==> src/rtl/cla_serial_add_ctrl.sv <==
// cla_serial_add_ctrl: byte-serial add/sub sequencer driving one shared external 8-bit CLA
module cla_serial_add_ctrl #(
   parameter int WIDTH = 32
) (
   input  logic             clk,
   input  logic             rst,
   input  logic             in_valid,
   output logic             in_ready,
   input  logic [WIDTH-1:0] in_a,
   input  logic [WIDTH-1:0] in_b,
   input  logic             in_sub,
   output logic             out_valid,
   input  logic             out_ready,
   output logic [WIDTH-1:0] out_sum,
   output logic             out_carry,
   output logic             out_ovf,
   output logic             out_zero,
   output logic             busy,
   output logic [7:0]       cla_a,
   output logic [7:0]       cla_b,
   output logic             cla_cin,
   input  logic [7:0]       cla_sum,
   input  logic             cla_cout
);
   localparam int NBYTES = WIDTH / 8;
   localparam int IW = NBYTES > 1 ? $clog2(NBYTES) : 1;
   localparam logic [IW-1:0] LAST = IW'(NBYTES - 1);
   typedef enum logic [1:0] {IDLE, RUN, DONE} state_t;
   state_t state, state_nx;
   logic [WIDTH-1:0] a_reg, b_reg, res, res_nx;
   logic carry_reg;
   logic [IW-1:0] idx;
   logic last;
   assign last = idx == LAST;
   always_ff @(posedge clk)
      if (rst) state <= IDLE;
      else     state <= state_nx;
   always_comb
      state_nx = (state == IDLE && in_valid)  ? RUN  :
                 (state == RUN  && last)      ? DONE :
                 (state == DONE && out_ready) ? IDLE : state;
   always_comb begin
      in_ready  = state == IDLE;
      out_valid = state == DONE;
      busy      = state != IDLE;
      cla_a     = state == RUN ? a_reg[8*idx +: 8] : 8'd0;
      cla_b     = state == RUN ? b_reg[8*idx +: 8] : 8'd0;
      cla_cin   = state == RUN ? carry_reg : 1'b0;
   end
   // result including the byte the CLA is producing this cycle
   always_comb begin
      res_nx = res;
      res_nx[8*idx +: 8] = cla_sum;
   end
   always_ff @(posedge clk)
      if (rst) begin
         a_reg     <= '0;
         b_reg     <= '0;
         res       <= '0;
         carry_reg <= 1'b0;
         idx       <= '0;
         out_sum   <= '0;
         out_carry <= 1'b0;
         out_ovf   <= 1'b0;
         out_zero  <= 1'b0;
      end else if (state == IDLE && in_valid) begin
         a_reg     <= in_a;
         b_reg     <= in_sub ? ~in_b : in_b;
         carry_reg <= in_sub;
         idx       <= '0;
         res       <= '0;
      end else if (state == RUN) begin
         res       <= res_nx;
         carry_reg <= cla_cout;
         idx       <= idx + 1'b1;
         if (last) begin
            out_sum   <= res_nx;
            out_carry <= cla_cout;
            out_ovf   <= (a_reg[WIDTH-1] == b_reg[WIDTH-1]) && (cla_sum[7] != a_reg[WIDTH-1]);
            out_zero  <= res_nx == '0;
         end
      end
endmodule

==> config.mk <==
export PLATFORM = sky130hd
export DESIGN_NAME = cla_serial_add_ctrl
export DESIGN_NICKNAME = d
export VERILOG_FILES = /design/src/rtl/cla_serial_add_ctrl.sv
export SDC_FILE = /design/constraint.sdc
export NUM_CORES = 1
export LEC_CHECK = 0
export BUFFER_PORTS_ARGS = -buffer_cell sky130_fd_sc_hd__buf_2
export CAP_MARGIN = 20
export CELL_PAD_IN_SITES_DETAIL_PLACEMENT = 0
export CELL_PAD_IN_SITES_GLOBAL_PLACEMENT = 1
export CORE_ASPECT_RATIO = 0.5
export CORE_UTILIZATION = 43
export DETAILED_ROUTE_END_ITERATION = 10
export PLACE_DENSITY = 0.81
export SLEW_MARGIN = 20
export SYNTH_ARGS = -nofsm -noshare
export SYNTH_HDL_FRONTEND = slang
export SYNTH_SLANG_ARGS = --single-unit
==> constraint.sdc <==
create_clock -name clk -period 4.87 [get_ports clk]
set_clock_uncertainty 0.15 [all_clocks]
set_input_delay 0.2435 -clock clk [delete_from_list [all_inputs] [get_ports clk]]
set_output_delay 0.2435 -clock clk [all_outputs]
set_load 0.01 [all_outputs]
* After elaboration in Yosys (flattened, before gate mapping)
Cells that the tools add are included.
Word-level totals: bits in registers 136, bits in latches 0, bits in writable memories 0, bits in read-only memories 0, input bits 78, output and inout bits 55, word-level logic and storage cells 46, memories kept 0
Operators by class: $add $sub $neg 2, multipliers 0, div/mod/pow operators 0, order comparisons 0, eq/ne operators 5, shift-type cells 4, multiplexer cells 10, bitwise logic cells 2, reduce and logical (&&, ||, !) cells 12
Operators by type and width (count):
- $shiftx A32 B6 Y8 | 2
- $neg A5 Y34 | 1
- $shift A8 B34 Y32 const A | 1
- $shiftx A8 B34 Y32 | 1
- $bwmux W32 | 1
- $logic_not A32 Y1 | 1
- $mux W32 | 1
- $not A32 Y32 | 1
- $mux W8 | 2
- $reduce_bool A2 Y1 | 3
- $eq A2 B2 Y1 const B | 2
- $logic_and A1 B1 Y1 | 4
- $mux W1 | 4
- $mux W2 | 2
- $reduce_and A3 Y1 | 1
- $reduce_bool A3 Y1 | 1
- $add A2 B1 Y2 const B | 1
- $eq A2 B1 Y1 const B | 1
- $logic_not A2 Y1 | 1
- $reduce_or A2 Y1 | 1
- $eq A1 B1 Y1 | 1
- $ne A1 B1 Y1 | 1
- $not A1 Y1 | 1

* Logic depth before layout (Yosys ltp)
word-level depth 5, gate-level depth with buffers 10, depth with buffers taken out 7

* Worst setup path before layout
Ideal clock, no wire load.
kind reg2reg, start point register idx[1], end point register out_zero, setup time 119 ps, data arrival time 2458 ps, data required time 4601 ps, setup slack 2142 ps, stages on the path, launching flop included 11, buffers on the path 3, period minus slack after synthesis 2728 ps, cells stage by stage dfxtp_1 -> clkbuf_1 -> clkbuf_1 -> inv_1 -> ha_1 -> or3b_4 -> nor3_2 -> buf_4 -> o22ai_1 -> nand4_1 -> o31ai_2
Between the ends: longest elaborated chain between the ends 4, elaborated cells between the ends (all ways) 7, those cells by class add/sub (1); eq/ne (1); shift (2); mux (1); reduce/logical (2)
RTL lines:
- from (decl) | line 32 | logic [IW-1:0] idx;
- from (signal assigned) | line 75 | idx <= idx + 1'b1;
- $neg A5 Y34 | line 53 | res_nx[8*idx +: 8] = cla_sum;
- $shiftx A8 B34 Y32 or $shift A8 B34 Y32 (tied branches) | line 53
- $bwmux W32 | line 53
- $logic_not A32 Y1 | line 80 | out_zero <= res_nx == '0;
- to (signal assigned) | line 65 | out_zero <= 1'b0;
- to (signal assigned) | line 80
- to (decl) | line 17 | output logic out_zero,
Parallel ways exist; a longest one is shown, timed or not. A chain may end at the register's enable or synchronous reset.

* Final worst setup path
start point register state[0], end point output port cla_b[5]
Between the ends: longest elaborated chain between the ends 2
RTL lines:
- from (decl) | line 29 | state_t state, state_nx;
- from (signal assigned) | line 37 | else state <= state_nx;
- $eq A2 B1 Y1 | line 47 | cla_b = state == RUN ? b_reg[8*idx +: 8] : 8'd0;
- $mux W8 | line 47
- to (decl) | line 20 | output logic [7:0] cla_b,
Every way passes these cells.

==> implementation parameters <==
Parameter                              Value

Hold path
  Capture endpoint of the worst hold path ... b_reg[6]$_SDFFE_PP0P_
  Hold Path Stages ... 3
  Path class of the lowest-slack min-delay path ... input port to flop
  Startpoint of the worst hold path ... in_b[6]

Synthesis
  Library cell occupying the most area in the post-synthesis netlist ... dfxtp_1
  Leading register cell type out of synthesis ... dfxtp_1
  Net count after synthesis ... 727
  Number of synthesized register bits ... 128
  Top cell types by occurrence after synthesis ... 128 x dfxtp_1, 94 x nor2_1, 84 x nand2_1
  Yosys cell types ... 43
  Ys async rst share ... 0%
  Count leader, synth ... dfxtp_1
  Post-synth EDFFs ... 0
  Portion of synthesized cell area occupied by the leading cell type ... 43.7%
  Top area cells in the synthesized netlist ... dfxtp_1 44%, a211oi_1 6.7%, mux4_2 6.1%
  Ys Warns ... 0
  Share of synthesized area occupied by flip-flops and latches ... 43.7%
  Post-synthesis instance total ... 644
  Syn avg cell area ... 9.11 sq um
  Synthesized area ... 5870 sq um

Power and ir drop
  Sequential fraction of design power ... 39.6%
  Power, Total ... 2.85 mW
  Net Sw Power ... 702 uW
  Power share of the combinational group ... 12.4%
  Design internal power ... 2.15 mW
  Worst VDD drop ... 0.219 mV
  P_leak ... 3.01 nW
  Clock power share ... 48.0%
  Total power per unit cell area ... 365 nW/um^2
  Sw frac ... 24.6%

Critical path
  Worst reg2reg path depth ... 7
  Startpoint types ... flop
  Data arrival, critical path ... 2.44 ns
  Critical Path RT ... 4.48 ns
  Endpoint of the most critical register-to-register path ... out_zero$_SDFFE_PP0P_
  Type of destination of the critical path ... primary output
  Setup slack on the worst flop-to-flop path ... 2.08 ns
  Critical R2R Launch ... idx[1]$_SDFFE_PP0P_
  Largest fanout on the critical path ... 37
  Class of the most critical setup path ... flop to primary output

Clock tree
  TritonCTS buffer count ... 17
  Clock Latency Late Sink ... 0.41 ns
  Clk sink count ... 128
  CTS root buf ... clkbuf_16
  Maximum buffer depth of the clock tree ... 2
  TritonCTS clock tree ... done
  Deepest level of the CTS H-tree ... 4
  Total setup buffers inserted after CTS ... 0
  Clock-pin slew on the worst setup and hold paths ... 0.06 ns

STA
  Slew HR ... 29.6%
  Setup repair after global routing missed its margin ... false
  Minimum clock period ... 2.83 ns
  Timing-limited maximum frequency ... 353 MHz
  Worst Max-Slew Pin Slew ... 1.06 ns
  Setup violators final ... 0
  Final number of max-transition violations ... 0
  Fin Setup TNS ... 0 ns
  Final setup margin ... 2.04 ns
  Final period utilization ... 58.2%
  Hold Vio Cnt, Final ... 0

Layout
  Area taken by flip-flops and latches ... 2560 sq um
  Filler cell count in the final layout ... 1,134
  Net count of the finished layout ... 888
  Signed area change from the synthesized netlist to the final layout ... 33.0%
  Area of the multi-input gates ... 3010 sq um
  Share of layout cells above drive strength 1 ... 28.4%

Detailed routing
  Pre-Repair DR Iteration Count ... 5
  Vias post-DR ... 5,097
  Ratio of routed vias to standard cells ... 5.15
  DRT antenna net count ... 0
  Total Wirelength ... 14.9 mm
  DRC violation total after the first TritonRoute iteration ... 260
  Residual DRC count ... 0
  Routed WL per cell ... 15.1 microns

Floorplan
  Die span in y ... 84.6 microns
  Number of top-level pins ... 133
  Total die area ... 14,100 sq um
  Die X-Extent ... 167 microns
  Effective utilization at floorplan ... 45.2%
  Core Box Area ... 13,000 sq um
  Std-Cell Rows ... 29

Global routing
  Number of global-route vias before repair ... 5,103
  Gr usage total ... 22.2%
  Pin count of the biggest net entering global routing ... 87
  Number of antenna violations at the first check in global routing ... 1
  First-pass GRT wire length ... 25.0 mm
  Residual overflow from global routing ... 0

Place
  Pre-CTS setup slack ... 2.09 ns
  Half-perimeter wire length after placement ... 9.15 mm
  Port bufs ... 132
  Final RePlAce weighted congestion ... 0.853

Outcome
  Run status ... completed

Flow run
  Total of max-cap violations ... 0
-- worst max-delay path: stages, from the launching register on --
cell     delay [ns]
dfxtp_1        0.39
nor2b_4        0.75
buf_4          0.50
and2_1         0.22
buf_2          0.14
-- power groups by stage --
stage	Sequential [mW]	Clock [mW]	Combinational, mW
after floorplan	1.14	0	0.229
after global placement	1.15	0	0.309
after detailed placement	1.15	0	0.314
after CTS	1.13	1.39	0.354
after global routing	1.13	1.45	0.392
final	1.13	1.37	0.354
-- layout make-up --
cell class	count	area share [%]
antenna	1	0.0321
timing repair buffer	203	17.4
clock inverter	13	2.37
sequential	128	32.8
inverter	6	0.288
multi-input combinational	449	38.6
clock buffer	19	5.80
tap	170	2.72
-- cells in the final DEF (no fill, tap or decap), types with 5 or more instances in the layout --
cell           count
nand2_1           84
nand3_1            7
buf_2            131
dlygate4sd3_1     64
buf_4              8
nor3_1             7
nor2_1            94
and2_1            18
dfxtp_1          127
clkbuf_16         17
xnor2_1           33
a211oi_1          52
mux4_2            16
a21oi_1           54
ha_1               5
a22oi_2           12
nor2b_1            8
a211oi_2          24
-- per-layer routing --
metal / up-vias / GRT usage (%) / share of wire, %
li1: 2571 / - / -
met1: 2383 / 27.4 / 47
met2: 122 / 37.5 / 48
met3: 21 / 5.00 / 4.1
met4: 0 / 10.1 / 1.6
met5: - / 0 / 0
-- metrics by stage --
stage | utilization [%] | cells | cell area [sq um] | hold slack [ns]
6_report | 60.1 | 989 | 7810 | 0.00565
3_3_place_gp | 50.2 | 892 | 6530 | 0.289
2_1_floorplan | - | 644 | 5870 | 0.229
3_5_place_dp | 50.2 | 892 | 6530 | 0.295
4_1_cts | 60.1 | 988 | 7800 | 0.000807
5_1_grt | 60.1 | 989 | 7810 | 0.0153
-- what timing repair did --
item | in CTS | in global routing
resized for setup | 0 | 0
hold endpoints to repair | 64 | 0
hold buffers | 64 | 0
-- worst max path at each step --
stage | start | endpoint | cells past startpoint
global route | idx[1]$_SDFFE_PP0P_ | out_zero$_SDFFE_PP0P_ | 7
CTS | state[0]$_SDFFE_PP0P_ | cla_a[3] | 4
detailed placement | idx[1]$_SDFFE_PP0P_ | out_zero$_SDFFE_PP0P_ | 7
global placement | idx[1]$_SDFFE_PP0P_ | out_zero$_SDFFE_PP0P_ | 7
floorplan | idx[1]$_SDFFE_PP0P_ | out_zero$_SDFFE_PP0P_ | 10
finish | state[0]$_SDFFE_PP0P_ | cla_b[5] | 4
-- kinds of logic after synthesis --
kind of cell,after synthesis,share of synthesized area (%)
flip-flops,128,43.7
buffers and inverters,67,5.20
multiplexers,17,6.31
AND/OR/NAND/NOR,237,17.9
adder cells (fa/ha/maj),5,1.07
XOR/XNOR,33,4.92
AO/OA/AOI/OAI,157,21.0
Note: power is estimated with default switching activity, not from simulation.
